`config.mk`:
```
export PLATFORM = sky130hd
export DESIGN_NAME = neuraedge_tile_cmd_initiator
export DESIGN_NICKNAME = d
export VERILOG_FILES = /design/src/rtl/neuraedge_noc_pkg.sv /design/src/rtl/neuraedge_tile_cmd_initiator.sv
export SDC_FILE = /design/constraint.sdc
export NUM_CORES = 1
export LEC_CHECK = 0
export ABC_CLOCK_PERIOD_IN_PS = 4800
export CAP_MARGIN = 10
export CORE_UTILIZATION = 30
export DETAILED_ROUTE_END_ITERATION = 10
export SYNTH_ARGS = -nofsm -noshare
export SYNTH_HDL_FRONTEND = slang
export SYNTH_SLANG_ARGS = --single-unit
```
`constraint.sdc`:
```
create_clock -name clk -period 4.8 [get_ports clk]
set_clock_uncertainty 0.1 [all_clocks]
set_input_delay 1.2 -clock clk [delete_from_list [all_inputs] [get_ports clk]]
set_output_delay 1.2 -clock clk [all_outputs]
set_load 0.01 [all_outputs]
```
`src/rtl/neuraedge_noc_pkg.sv`:
```
// Shared NoC definitions for the tile command path: flit field layout,
// command opcodes, host response status codes and a flit packing helper.
package neuraedge_noc_pkg;

    localparam int unsigned FLIT_W        = 64;
    localparam int unsigned OP_W          = 4;
    localparam int unsigned TAG_W         = 4;
    localparam int unsigned ARG_W         = 16;
    localparam int unsigned DATA_W        = 32;

    // Bit offsets of each field inside a flit.
    localparam int unsigned FLIT_OP_LSB   = 60;
    localparam int unsigned FLIT_TAG_LSB  = 56;
    localparam int unsigned FLIT_ARG_LSB  = 32;
    localparam int unsigned FLIT_DATA_LSB = 0;

    // Command opcodes understood by the tile controller.
    localparam logic [OP_W-1:0] OP_NOP     = 4'h0;
    localparam logic [OP_W-1:0] OP_WRITE   = 4'h1;
    localparam logic [OP_W-1:0] OP_READ    = 4'h2;
    localparam logic [OP_W-1:0] OP_ROW_CFG = 4'h3;

    typedef enum logic [1:0] {
        RSP_OK      = 2'b00,
        RSP_TIMEOUT = 2'b01,
        RSP_POSTED  = 2'b10
    } rsp_status_t;

    // Reserved byte [55:48] is always transmitted as zero.
    function automatic logic [FLIT_W-1:0] pack_flit(
        input logic [OP_W-1:0]   op,
        input logic [TAG_W-1:0]  tag,
        input logic [ARG_W-1:0]  arg,
        input logic [DATA_W-1:0] data
    );
        return {op, tag, 8'h00, arg, data};
    endfunction

endpackage

```
`src/rtl/neuraedge_tile_cmd_initiator.sv`:
```
// Host-side command initiator for a NeuraEdge tile: turns one host command
// into a request flit on local port 0, optionally waits for the tagged
// response (with timeout), and returns a single response to the host.
module neuraedge_tile_cmd_initiator
    import neuraedge_noc_pkg::*;
#(
    parameter int unsigned NOC_FLIT_W     = 64,
    parameter int unsigned TIMEOUT_CYCLES = 1024
) (
    input  logic                  clk,
    input  logic                  rst,
    input  logic                  cmd_valid,
    output logic                  cmd_ready,
    input  logic [3:0]            cmd_opcode,
    input  logic [15:0]           cmd_arg,
    input  logic [31:0]           cmd_data,
    input  logic                  cmd_expect_resp,
    output logic [NOC_FLIT_W-1:0] tx_flit,
    output logic                  tx_valid,
    input  logic                  tx_ready,
    input  logic [NOC_FLIT_W-1:0] rx_flit,
    input  logic                  rx_valid,
    output logic                  rx_ready,
    output logic                  rsp_valid,
    input  logic                  rsp_ready,
    output logic [31:0]           rsp_data,
    output logic [1:0]            rsp_status,
    output logic                  busy,
    output logic [7:0]            drop_count
);

    typedef enum logic [1:0] {
        IDLE = 2'd0,
        SEND = 2'd1,
        WAIT = 2'd2,
        RESP = 2'd3
    } state_t;

    localparam logic [15:0] TIMER_LAST = 16'(TIMEOUT_CYCLES - 1);

    state_t             state;
    logic [TAG_W-1:0]   tag_ctr;
    logic [TAG_W-1:0]   sent_tag;
    logic               expect_q;
    logic [15:0]        timer;

    logic [TAG_W-1:0]   rx_tag;
    logic               rx_match;
    logic               rx_drop;
    logic               timer_done;
    logic               unused_rx_bits;

    assign rx_tag     = rx_flit[FLIT_TAG_LSB +: TAG_W];
    assign rx_match   = (state == WAIT) && rx_valid && (rx_tag == sent_tag);
    assign rx_drop    = rx_valid && !rx_match;
    assign timer_done = (timer == TIMER_LAST);

    assign cmd_ready  = (state == IDLE);
    assign rx_ready   = 1'b1;
    assign busy       = (state != IDLE);

    assign unused_rx_bits = ^{rx_flit[63:60], rx_flit[55:32]};

    // Command FSM with registered tx/rsp outputs, tag counter, wait timer and drop counter.
    always_ff @(posedge clk or posedge rst) begin
        if (rst) begin
            state      <= IDLE;
            tag_ctr    <= '0;
            sent_tag   <= '0;
            expect_q   <= 1'b0;
            timer      <= '0;
            drop_count <= '0;
            tx_valid   <= 1'b0;
            tx_flit    <= '0;
            rsp_valid  <= 1'b0;
            rsp_data   <= '0;
            rsp_status <= RSP_OK;
        end else begin
            if (rx_drop && (drop_count != 8'hFF))
                drop_count <= drop_count + 8'd1;

            case (state)
                IDLE: begin
                    if (cmd_valid) begin
                        tx_flit  <= pack_flit(cmd_opcode, tag_ctr, cmd_arg, cmd_data);
                        tx_valid <= 1'b1;
                        sent_tag <= tag_ctr;
                        expect_q <= cmd_expect_resp;
                        state    <= SEND;
                    end
                end
                SEND: begin
                    if (tx_ready) begin
                        tx_valid <= 1'b0;
                        tag_ctr  <= tag_ctr + 4'd1;
                        timer    <= '0;
                        if (expect_q) begin
                            state <= WAIT;
                        end else begin
                            state      <= RESP;
                            rsp_valid  <= 1'b1;
                            rsp_status <= RSP_POSTED;
                            rsp_data   <= '0;
                        end
                    end
                end
                WAIT: begin
                    // A match is checked first so it wins over a same-cycle timeout.
                    if (rx_match) begin
                        state      <= RESP;
                        rsp_valid  <= 1'b1;
                        rsp_status <= RSP_OK;
                        rsp_data   <= rx_flit[FLIT_DATA_LSB +: DATA_W];
                    end else if (timer_done) begin
                        state      <= RESP;
                        rsp_valid  <= 1'b1;
                        rsp_status <= RSP_TIMEOUT;
                        rsp_data   <= '0;
                    end else begin
                        timer <= timer + 16'd1;
                    end
                end
                RESP: begin
                    if (rsp_ready) begin
                        rsp_valid <= 1'b0;
                        state     <= IDLE;
                    end
                end
                default: state <= IDLE;
            endcase
        end
    end

endmodule

```
==> results of run 1 <==
-- stage by stage --
step,hold WS [ps],total power [mW],cells,instance area [µm²]
after floorplan,338,2.48,416,5330
after global placement,363,3.31,816,7470
after detailed placement,362,3.34,816,7470
after CTS,377,4.80,848,8120
after global routing,396,5.00,848,8120
final,369,4.73,848,8120
-- worst max-delay path, stage by stage, from the launching register on --
cell and delay [ps]:
dfrtp_1 400, inv_1 110, ha_1 280, inv_1 150
clkdlybuf4s50_1 560
-- final cells by class --
class	instances	share of cell area, %
sequential	123	37.9
multi-input combinational	257	25.3
tap	225	3.47
inverter	9	0.447
clock buffer	18	5.29
timing repair buffer	202	24.9
clock inverter	14	2.73
-- registers in the layout, summed over array words and instances, names as in the netlist --
register    flops
sent_tag        3
tx_flit        53
tx_valid        1
drop_count      8
rsp_status      2
rsp_data       32
state           2
rsp_valid       1
expect_q        1
tag_ctr         4
timer          16
-- cells by family (layout without fill, tap and decap cells) --
family,count (synthesis),after routing,synth area share [%]
AOI/OAI and AO/OA,77,77,11.3
xor gates and xnor gates,17,17,2.81
adders and majority gates,7,7,1.65
buffers and inverters,36,243,3.78
DFF,123,123,58.1
muxes,63,63,13.4
other,2,9,0.142
and+or+nand+nor,84,84,8.90
-- path summary, 6_finish.rpt --
check	startpoint	end	depth (start not counted)
max	state[0]	busy	4
min	tag_ctr[3]	tag_ctr[3]	1
max reg2reg	state[0]	timer[15]	7
min reg2reg	tag_ctr[3]	tag_ctr[3]	1
max in group asynchronous	rst	tx_flit[36]	3
min in group asynchronous	rst	rsp_data[3]	2
-- placed cells by master, fill, tap and decap left out, types with 2 or more instances in the layout --
| master | synthesis | routed |
|---|---|---|
| xnor2_1 | 12 | 12 |
| a211o_1 | 2 | 2 |
| mux2_2 | 60 | 60 |
| ha_1 | 7 | 7 |
| xor2_1 | 5 | 5 |
| o21ai_1 | 2 | 2 |
| and3_1 | 8 | 8 |
| a22o_1 | 33 | 33 |
| o31ai_1 | 4 | 4 |
| and4_1 | 5 | 5 |
| clkinv_4 | 0 | 5 |
| nand4_1 | 4 | 4 |
| conb_1 | 2 | 9 |
| clkbuf_16 | 0 | 17 |
| clkdlybuf4s50_1 | 0 | 196 |
| bufinv_16 | 0 | 5 |
| clkinvlp_4 | 0 | 3 |
| or4_1 | 3 | 3 |
| or3_1 | 8 | 8 |
| a21oi_1 | 15 | 15 |
| o21ai_0 | 7 | 7 |
| mux2i_1 | 2 | 2 |
| nand2_1 | 20 | 19 |
| nor2_1 | 12 | 11 |
| nand3_1 | 14 | 14 |
| inv_1 | 8 | 7 |
| dfrtp_1 | 123 | 123 |
| buf_4 | 9 | 5 |
| and2_1 | 2 | 2 |
-- routing by layer --
| metal | global-route usage [%] | wire length [µm] | vias up |
|---|---|---|---|
| met5 | 0 | 0 | - |
| met3 | 7.70 | 1170 | 19 |
| met1 | 17.8 | 5580 | 2001 |
| met4 | 4.49 | 150 | 0 |
| li1 | - | - | 1875 |
| met2 | 23.5 | 6340 | 157 |
-- report_power, final --
part	internal (mW)	switching, mW
Clock	0.924	0.487
Combinational	0.993	0.724
Sequential	1.37	0.225
==> metrics.md, run 1 <==
| Metric | Value |
|---|---|
| Status | `complete, no violations` |
| Worst Hold Class | `reg -> reg` |
| IO buf count | `around 200` |
| Die X-Extent | `135 µm` |
| Flop-to-flop setup slack | `2320 ps` |
| Layout area overhead | `53.2%` |
| Initial Utilization | `a little under a third` |
| Vias in the first global route | `roughly 4200` |
| Post-CTS Resized | `0` |
| Hold buffer count at CTS | `0` |
| CTS clk-pin slew, worst paths | `60 ps` |
| Setup slack after layout | `around 1600 ps` |
| Tot GR Track Use | `between 10% and 20%` |
| Grt total ovfl | `0` |
| Post-CTS Setup Bufs | `0` |
| Worst Setup Path Type | `reg -> out` |
| # diodes | `0` |
| Clock Sinks | `~120` |
| Number of synthesized register bits | `123` |
| P_leak | `between 3 and 4 nW` |
| Root buffer cell | `clkbuf_16` |
| CTS tree | `built` |
| Post-layout utilization of the core | `about 47%` |
| DR iter-0 viols | `between 200 and 250` |
| Final Cycle Share | `between 60% and 70%` |
| Final Critical Period | `approximately 3200 ps` |
| FFs w/ async S/R, synth | `100%` |
| Worst Path Max Fanout | `5` |
| Vias | `4052` |
| First-pass GRT wire length | `between 20000 and 25000 µm` |
| Cells after synthesis | `~410` |
| Routed len/inst | `roughly 16 µm` |
| Peak supply drop | `between 0.3 and 0.4 mV` |
| Detailed placement HPWL | `9230 µm` |
| Endpoints failing hold | `0` |
| Initial antenna violation count | `0` |
| Fin nets | `740` |
| Max-slew violation count | `0` |
| Pre-antenna DRT Iters | `4` |
| Routability Congestion | `approximately 0.77` |
| Core region area | `17300 µm²` |
| Multi-input gate area | `approximately 2100 µm²` |
| Largest net degree at the start of global routing | `73` |
| Synthesis warning total | `0` |
| Synth top area cells | `dfrtp_1, mux2_2, a22o_1` |
| RSZ-0062 raised after global routing | `no` |
| Place WS | `1440 ps` |
| Worst-Skew Late Latency | `~400 ps` |
| CP required | `approximately 3500 ps` |
| Pwr/cell area | `582 nW/µm²` |
| Rows | `between 40 and 50` |
| Post-Syn Area per Cell | `roughly 13 µm²` |
| Slew headroom | `34.6%` |
| Most frequent cell after synthesis | `dfrtp_1` |
| Worst Path Arrival | `~1900 ps` |
| Max Clock Freq | `about 310 MHz` |
| Detail Route Antenna Nets | `0` |
| Setup TNS Final | `0 ps` |
| Routed WL | `around 13000 µm` |
| Sequential area share after synthesis | `between 50% and 60%` |
| Worst Max-Slew Pin Slew | `~980 ps` |
| DRC errors left | `0` |
| Setup crit end kind | `output port` |
| Share of layout cells above drive strength 1 | `17.2%` |
| I/O Pins | `approximately 230` |
| CTS HTree Levels | `4` |
| Top_reg_cell synth | `dfrtp_1` |
| CTS Buffer Depth | `2` |
| Final setup fails | `0` |
| Largest area contributor in the netlist | `dfrtp_1` |
| Num CTS Buffers | `17` |
| Number of fill cells in the layout | `1531` |
| Top cell type's share of synthesized area | `58.1%` |
| Die Area | `between 15000 and 20000 µm²` |
| Synth Cell Area | `5300 µm²` |
| Area occupied by registers | `approximately 3100 µm²` |
| Synth cell types | `slightly above 50` |
| EDFF count, synth | `0` |
| Synth top cells by count | `dfrtp_1, mux2_2, a22o_1` |
| MaxCap Viol Count | `0` |
| DIE HEIGHT | `approximately 130 µm` |
| Mean number of vias per cell | `about 4.8` |
| Type of origin of the critical path | `flop` |
Power figures use the tool's default switching activity.
==> inputs of run 2 (changes only) <==
--- a/config.mk
+++ b/config.mk
@@ -5,7 +5,7 @@
 export SDC_FILE = /design/constraint.sdc
 export NUM_CORES = 1
 export LEC_CHECK = 0
-export ABC_CLOCK_PERIOD_IN_PS = 4800
+export ABC_CLOCK_PERIOD_IN_PS = 3100
 export CAP_MARGIN = 10
 export CORE_UTILIZATION = 30
 export DETAILED_ROUTE_END_ITERATION = 10
==> constraint.sdc (replaced) <==
create_clock -name clk -period 3.1 [get_ports clk]
set_clock_uncertainty 0.1 [all_clocks]
set_input_delay 0.775 -clock clk [delete_from_list [all_inputs] [get_ports clk]]
set_output_delay 0.775 -clock clk [all_outputs]
set_load 0.01 [all_outputs]
==> run 2 against run 1 <==
  * Sequential power increased by 57%
  * Clock-buffer cell count increased by 1
  * Register-to-register slack got worse by 1700 ps
  * Via count increased by 1.3%
  * Critical path type unchanged
  * Critical endpoint unchanged
  * Largest cell class unchanged
  * Largest power group unchanged
==> metrics.md, run 2 (synthesis gave the netlist of run 1 again) <==
| Metric | Value |
|---|---|
| Initial Utilization | `30.6% (unchanged)` |
| P_leak | `3.43 nW (about the same)` |
| CTS tree | `built (unchanged)` |
| Endpoints failing hold | `0 (unchanged)` |
| Clock Sinks | `123 (unchanged)` |
| Final setup fails | `0 (unchanged)` |
| Commonest non-fill, non-tap cell in the layout | `clkdlybuf4s50_1 (unchanged)` |
| Detailed placement HPWL | `9680 µm (was 9230 µm)` |
| Die Area | `18200 µm² (unchanged)` |
| Largest net degree at the start of global routing | `57 (was 73)` |
| CTS clk-pin slew, worst paths | `60 ps (about the same)` |
| Worst Path Max Fanout | `5 (unchanged)` |
| Post-CTS Resized | `0 (unchanged)` |
| Setup slack after layout | `332 ps (was 1590 ps)` |
| Largest Register | `tx_flit (unchanged)` |
| Crit-path most repeated cell | `inv_1 (unchanged)` |
| Share of layout cells above drive strength 1 | `18.0% (was 17.2%)` |
| Hold buffer count at CTS | `0 (unchanged)` |
| Vias in the first global route | `4310 (was 4205)` |
| First-pass GRT wire length | `21700 µm (was 21100 µm)` |
| Worst Hold Class | `reg -> reg (unchanged)` |
| Grt total ovfl | `0 (unchanged)` |
| Worst Setup Path Type | `reg -> out (unchanged)` |
| Slew headroom | `52.1% (was 34.6%)` |
| Top Family by Delay on Critical Path | `buffers and inverters (unchanged)` |
| Pre-antenna DRT Iters | `4 (unchanged)` |
| Post-route cell area | `8110 µm² (was 8120 µm²)` |
| Placed cell count | `821 (was 816)` |
| Tot GR Track Use | `15.6% (was 15.0%)` |
| Max Clock Freq | `about 360 MHz` |
| Tot Pwr | `7.09 mW (was 4.73 mW)` |
| Die X-Extent | `135 µm (unchanged)` |
| Mean number of vias per cell | `4.81 (was 4.78)` |
| Crit-path slowest cell | `clkdlybuf4s50_1 (unchanged)` |
| RSZ-0062 raised after global routing | `no (unchanged)` |
| CTS Buffer Depth | `2 (unchanged)` |
| Worst Path Arrival | `1890 ps (was 1910 ps)` |
| Detail Route Antenna Nets | `0 (unchanged)` |
| Setup TNS Final | `0 ps (unchanged)` |
| Post-CTS Setup Bufs | `0 (unchanged)` |
| CP peak stage delay | `560 ps (about the same)` |
| Root buffer cell | `clkbuf_16 (unchanged)` |
| Worst Path Buf+Inv | `3 (unchanged)` |
| Most frequent cells in the layout | `clkdlybuf4s50_1, dfrtp_1, mux2_2, a22o_1, nand2_1 (unchanged)` |
| Initial antenna violation count | `0 (unchanged)` |
| Worst-Skew Late Latency | `410 ps (was 400 ps)` |
| DR iter-0 viols | `106 (was 204)` |
| Routed WL | `13600 µm (was 13200 µm)` |
| Core region area | `17300 µm² (unchanged)` |
| # diodes | `0 (unchanged)` |
| Place WS | `317 ps (was 1440 ps)` |
| Peak supply drop | `0.573 mV (was 0.334 mV)` |
| Largest register FFs | `53 (unchanged)` |
| Fin nets | `745 (was 740)` |
| Registers with the most flip-flops | `tx_flit (53), rsp_data (32), timer (16) (unchanged)` |
| MaxCap Viol Count | `0 (unchanged)` |
| Pwr/cell area | `875 nW/µm² (was 582 nW/µm²)` |
| Vias | `4105 (was 4052)` |
| Worst hold slack | `364 ps (was 369 ps)` |
| CTS HTree Levels | `4 (unchanged)` |
| Non-filler cells, final | `853 (was 848)` |
| Layout area overhead | `52.9% (was 53.2%)` |
| Final Cycle Share | `89.3%` |
| Routed len/inst | `16.0 µm (was 15.6 µm)` |
| Routability Congestion | `0.822 (was 0.775)` |
| DIE HEIGHT | `135 µm (unchanged)` |
| Setup crit end kind | `output port (unchanged)` |
| Num CTS Buffers | `17 (unchanged)` |
| CP required | `2220 ps (was 3500 ps)` |
| Final Critical Period | `between 2000 and 3000 ps` |
| I/O Pins | `234 (unchanged)` |
| Worst Max-Slew Pin Slew | `719 ps (was 977 ps)` |
| DRC errors left | `0 (unchanged)` |
| Max-slew violation count | `0 (unchanged)` |
| CP Cell Sequence | `inv_1 -> ha_1 -> inv_1 -> clkdlybuf4s50_1 (unchanged)` |
| Status | `complete, no violations (unchanged)` |
| Cell Area, Placed | `7530 µm² (was 7470 µm²)` |
| Number of fill cells in the layout | `1543 (was 1531)` |
| IO buf count | `196 (unchanged)` |
| Rows | `48 (unchanged)` |
| Post-layout utilization of the core | `46.9% (about the same)` |
| Type of origin of the critical path | `flop (unchanged)` |
## run 2: cell types whose count changed in the layout (fill, tap and decap cells not counted)
cell / delta
clkbuf_8: +2
clkinvlp_4: +2
buf_4: +3
clkinv_4: -2
bufinv_16: -4
inv_4: -1
clkbuf_1: -1
clkinv_2: +2
buf_12: +2
inv_6: +2
## run 2: where the power goes
group | leakage (nW) | total (mW) | switching (mW) | internal, mW
Clock | 0.272 | 1.91 | 0.760 | 1.15
Combinational | 1.60 | 2.68 | 1.12 | 1.56
Sequential | 1.56 | 2.51 | 0.378 | 2.13
## run 2: worst reg2reg max path: stages, from the launching register on
cell and delay (ps):
dfrtp_1 410, inv_1 150, ha_1 440, mux2_2 320, and4_1 220, o211ai_1 220
or3_1 420, a21oi_1 150
## run 2: final timing paths
kind                                 start         end  slack, ps  cells after the start
worst max-delay path              state[0]        busy        330                      4
worst min-delay path            tag_ctr[3]  tag_ctr[3]        360                      1
worst max register to register    state[0]   timer[15]        620                      7
worst min register to register  tag_ctr[3]  tag_ctr[3]        360                      1
max in group asynchronous              rst    timer[9]       1550                      3
min in group asynchronous              rst  tx_flit[4]        720                      3
## run 2: cell type report
cell class	count	area, µm²	share of cell area [%]
well taps	225	282	3.47
multi-input cells	257	2050	25.3
inverters	9	37.5	0.463
repair buffers	207	2080	25.7
clock buffers	19	453	5.59
flip-flops and latches	123	3080	38.0
clock inverters	13	119	1.47
## run 2: per-layer routing
layer | track usage (%) | vias up | share of wire, %
met5 | 0 | - | 0
met4 | 6.30 | 0 | 1.5
met3 | 7.73 | 19 | 9.2
met2 | 25.6 | 170 | 49
met1 | 17.3 | 2029 | 41
li1 | - | 1887 | -
==> inputs of run 3 (changes only) <==
==> constraint.sdc (replaced) <==
create_clock -name clk -period 3.1 [get_ports clk]
set_clock_uncertainty 0.1 [all_clocks]
set_input_delay 0.31 -clock clk [delete_from_list [all_inputs] [get_ports clk]]
set_output_delay 0.31 -clock clk [all_outputs]
set_load 0.01 [all_outputs]
==> run 3 against run 2 <==
  * Register-to-register slack about the same
  * Utilization increased by 0.22 points
  * Routed wire length decreased by 1.6%
  * Final area increased by 0.46%
  * Clock-buffer cell count unchanged
  * Worst setup slack improved by 270 ps
  * Final cell count decreased by 0.35%
  * Critical path depth increased by 3
  * Non-clock buffer count decreased by 3
  * Combinational power about the same
  * First-iteration DRC count increased by 77%
==> metrics.md, run 3 (synthesis gave the netlist of run 1 again) <==
| Metric | Value |
|---|---|
| Number of fill cells in the layout | `1548 (was 1543)` |
| Post-CTS Setup Bufs | `0 (unchanged)` |
| Setup TNS Final | `0 ps (unchanged)` |
| Largest register FFs | `53 (unchanged)` |
| Hold buffer count at CTS | `0 (unchanged)` |
| Tot GR Track Use | `15.4% (was 15.6%)` |
| Rows | `48 (unchanged)` |
| Final Cycle Share | `80.4% (was 89.3%)` |
| Largest net degree at the start of global routing | `63 (was 57)` |
| CTS Buffer Depth | `2 (unchanged)` |
| Worst-Skew Late Latency | `410 ps (about the same)` |
| Pre-antenna DRT Iters | `4 (unchanged)` |
| Die X-Extent | `135 µm (unchanged)` |
| Final setup fails | `0 (unchanged)` |
| DRC errors left | `0 (unchanged)` |
| Initial antenna violation count | `0 (unchanged)` |
| Max Clock Freq | `401 MHz (was 361 MHz)` |
| Detailed placement HPWL | `9370 µm (was 9680 µm)` |
| Final Critical Period | `2490 ps (was 2770 ps)` |
| CP peak stage delay | `430 ps (was 560 ps)` |
| CTS HTree Levels | `4 (unchanged)` |
| FF-to-FF End | `timer[15] (unchanged)` |
| Vias in the first global route | `4270 (was 4310)` |
| Worst Path Arrival | `2720 ps (was 1890 ps)` |
| Share of layout cells above drive strength 1 | `17.6% (was 18.0%)` |
| Detail Route Antenna Nets | `0 (unchanged)` |
| Fin nets | `742 (was 745)` |
| Largest Register | `tx_flit (unchanged)` |
| Clock Sinks | `123 (unchanged)` |
| Area occupied by registers | `3080 µm² (unchanged)` |
| Vias | `4041 (was 4105)` |
| Routed WL | `13400 µm (was 13600 µm)` |
| Worst hold slack | `248 ps (was 364 ps)` |
| First-pass GRT wire length | `21600 µm (was 21700 µm)` |
| Initial Utilization | `30.6% (unchanged)` |
| Worst Hold Class | `in -> async (was reg -> reg)` |
| Max-slew violation count | `0 (unchanged)` |
| Die Area | `18200 µm² (unchanged)` |
| Status | `complete, no violations (unchanged)` |
| Root buffer cell | `clkbuf_16 (unchanged)` |
| CP required | `3330 ps (was 2220 ps)` |
| Worst Path Buf+Inv | `1 (was 3)` |
| Registers with the most flip-flops | `tx_flit (53), rsp_data (32), timer (16) (unchanged)` |
| P_leak | `3.44 nW (was 3.43 nW)` |
| # diodes | `0 (unchanged)` |
| R2R depth | `7 (unchanged)` |
| MaxCap Viol Count | `0 (unchanged)` |
| Multi-input gate area | `2050 µm² (unchanged)` |
| CTS clk-pin slew, worst paths | `60 ps (about the same)` |
| Type of origin of the critical path | `flop (unchanged)` |
| Routability Congestion | `0.806 (was 0.822)` |
| Worst Setup Path Type | `reg -> reg (was reg -> out)` |
| I/O Pins | `234 (unchanged)` |
| Commonest non-fill, non-tap cell in the layout | `clkdlybuf4s50_1 (unchanged)` |
| Slew headroom | `53.0% (was 52.1%)` |
| RSZ-0062 raised after global routing | `no (unchanged)` |
| DIE HEIGHT | `135 µm (unchanged)` |
| Most frequent cells in the layout | `clkdlybuf4s50_1, dfrtp_1, mux2_2, a22o_1, nand2_1 (unchanged)` |
| CTS tree | `built (unchanged)` |
| Non-filler cells, final | `850 (was 853)` |
| Placed cell count | `818 (was 821)` |
| Worst R2R Start | `state[0] (unchanged)` |
| Num CTS Buffers | `17 (unchanged)` |
| Worst Max-Slew Pin Slew | `700 ps (was 719 ps)` |
| Setup crit end kind | `flop (was output port)` |
| Mean number of vias per cell | `4.75 (was 4.81)` |
| Peak supply drop | `0.588 mV (was 0.573 mV)` |
| CP Cell Sequence | `inv_1 -> ha_1 -> mux2_2 -> and4_1 -> o211ai_1 -> or3_1 -> a21oi_1 (was inv_1 -> ha_1 -> inv_1 -> clkdlybuf4s50_1)` |
| Routed len/inst | `15.8 µm (was 16.0 µm)` |
| Endpoints failing hold | `0 (unchanged)` |
| Worst Path Max Fanout | `12 (was 5)` |
| Grt total ovfl | `0 (unchanged)` |
| Top Family by Delay on Critical Path | `simple AND/OR/NAND/NOR gates (was buffers and inverters)` |
| Post-CTS Resized | `0 (unchanged)` |
| Layout area overhead | `53.6% (was 52.9%)` |
| DR iter-0 viols | `188 (was 106)` |
| Flop-to-flop setup slack | `610 ps (was 620 ps)` |
| Pwr/cell area | `896 nW/µm² (was 875 nW/µm²)` |
| Crit-path slowest cell | `ha_1 (was clkdlybuf4s50_1)` |
| IO buf count | `196 (unchanged)` |
| Core region area | `17300 µm² (unchanged)` |
==> run 3: worst max path at each step <==
stage,endpoint,cells after the start,from,slack [ps]
floorplan,rsp_data[0],8,state[0],960
global route,timer[0],6,state[0],430
global placement,rsp_data[0],6,timer[11],680
CTS,rsp_data[6],6,timer[11],620
finish,timer[15],7,state[0],610
detailed placement,rsp_data[6],6,timer[11],650
==> run 3: worst reg2reg max path, delay by kind of cell, from the launching register on <==
kind | cells | cell delay, ps
and+or+nand+nor | 2 | 640
DFF | 1 | 410
adders and majority gates | 1 | 430
AOI/OAI and AO/OA | 2 | 360
buffers and inverters | 1 | 140
muxes | 1 | 330
==> run 3: final cells by class <==
class                      instances  area share (%)
clock buffer                      19            5.56
clock inverter                    13            2.35
inverter                           9           0.461
multi-input combinational        257            25.2
timing repair buffer             204            25.1
sequential                       123            37.8
tap                              225            3.46
==> run 3: report_power, final <==
part	switching (mW)	internal (mW)	total [mW]
sequential	0.373	2.13	2.50
clock	0.745	1.39	2.14
combinational	1.11	1.55	2.66
==> run 3: through the flow <==
step | util [%] | power, mW | area [µm²] | setup slack [ps]
after global routing | 47.1 | 7.73 | 8140 | 427
after detailed placement | 43.4 | 5.20 | 7500 | 649
after floorplan | - | 3.84 | 5330 | 963
final | 47.1 | 7.30 | 8140 | 606
after global placement | 43.4 | 5.14 | 7500 | 679
after CTS | 47.1 | 7.41 | 8140 | 621
==> run 3: layer usage <==
layer | vias up | wire length, µm | track usage [%]
met4 | 0 | 184 | 5.56
met1 | 1990 | 5620 | 18.4
met2 | 151 | 6430 | 24.3
met3 | 13 | 1170 | 7.06
li1 | 1887 | - | -
met5 | - | 0 | 0
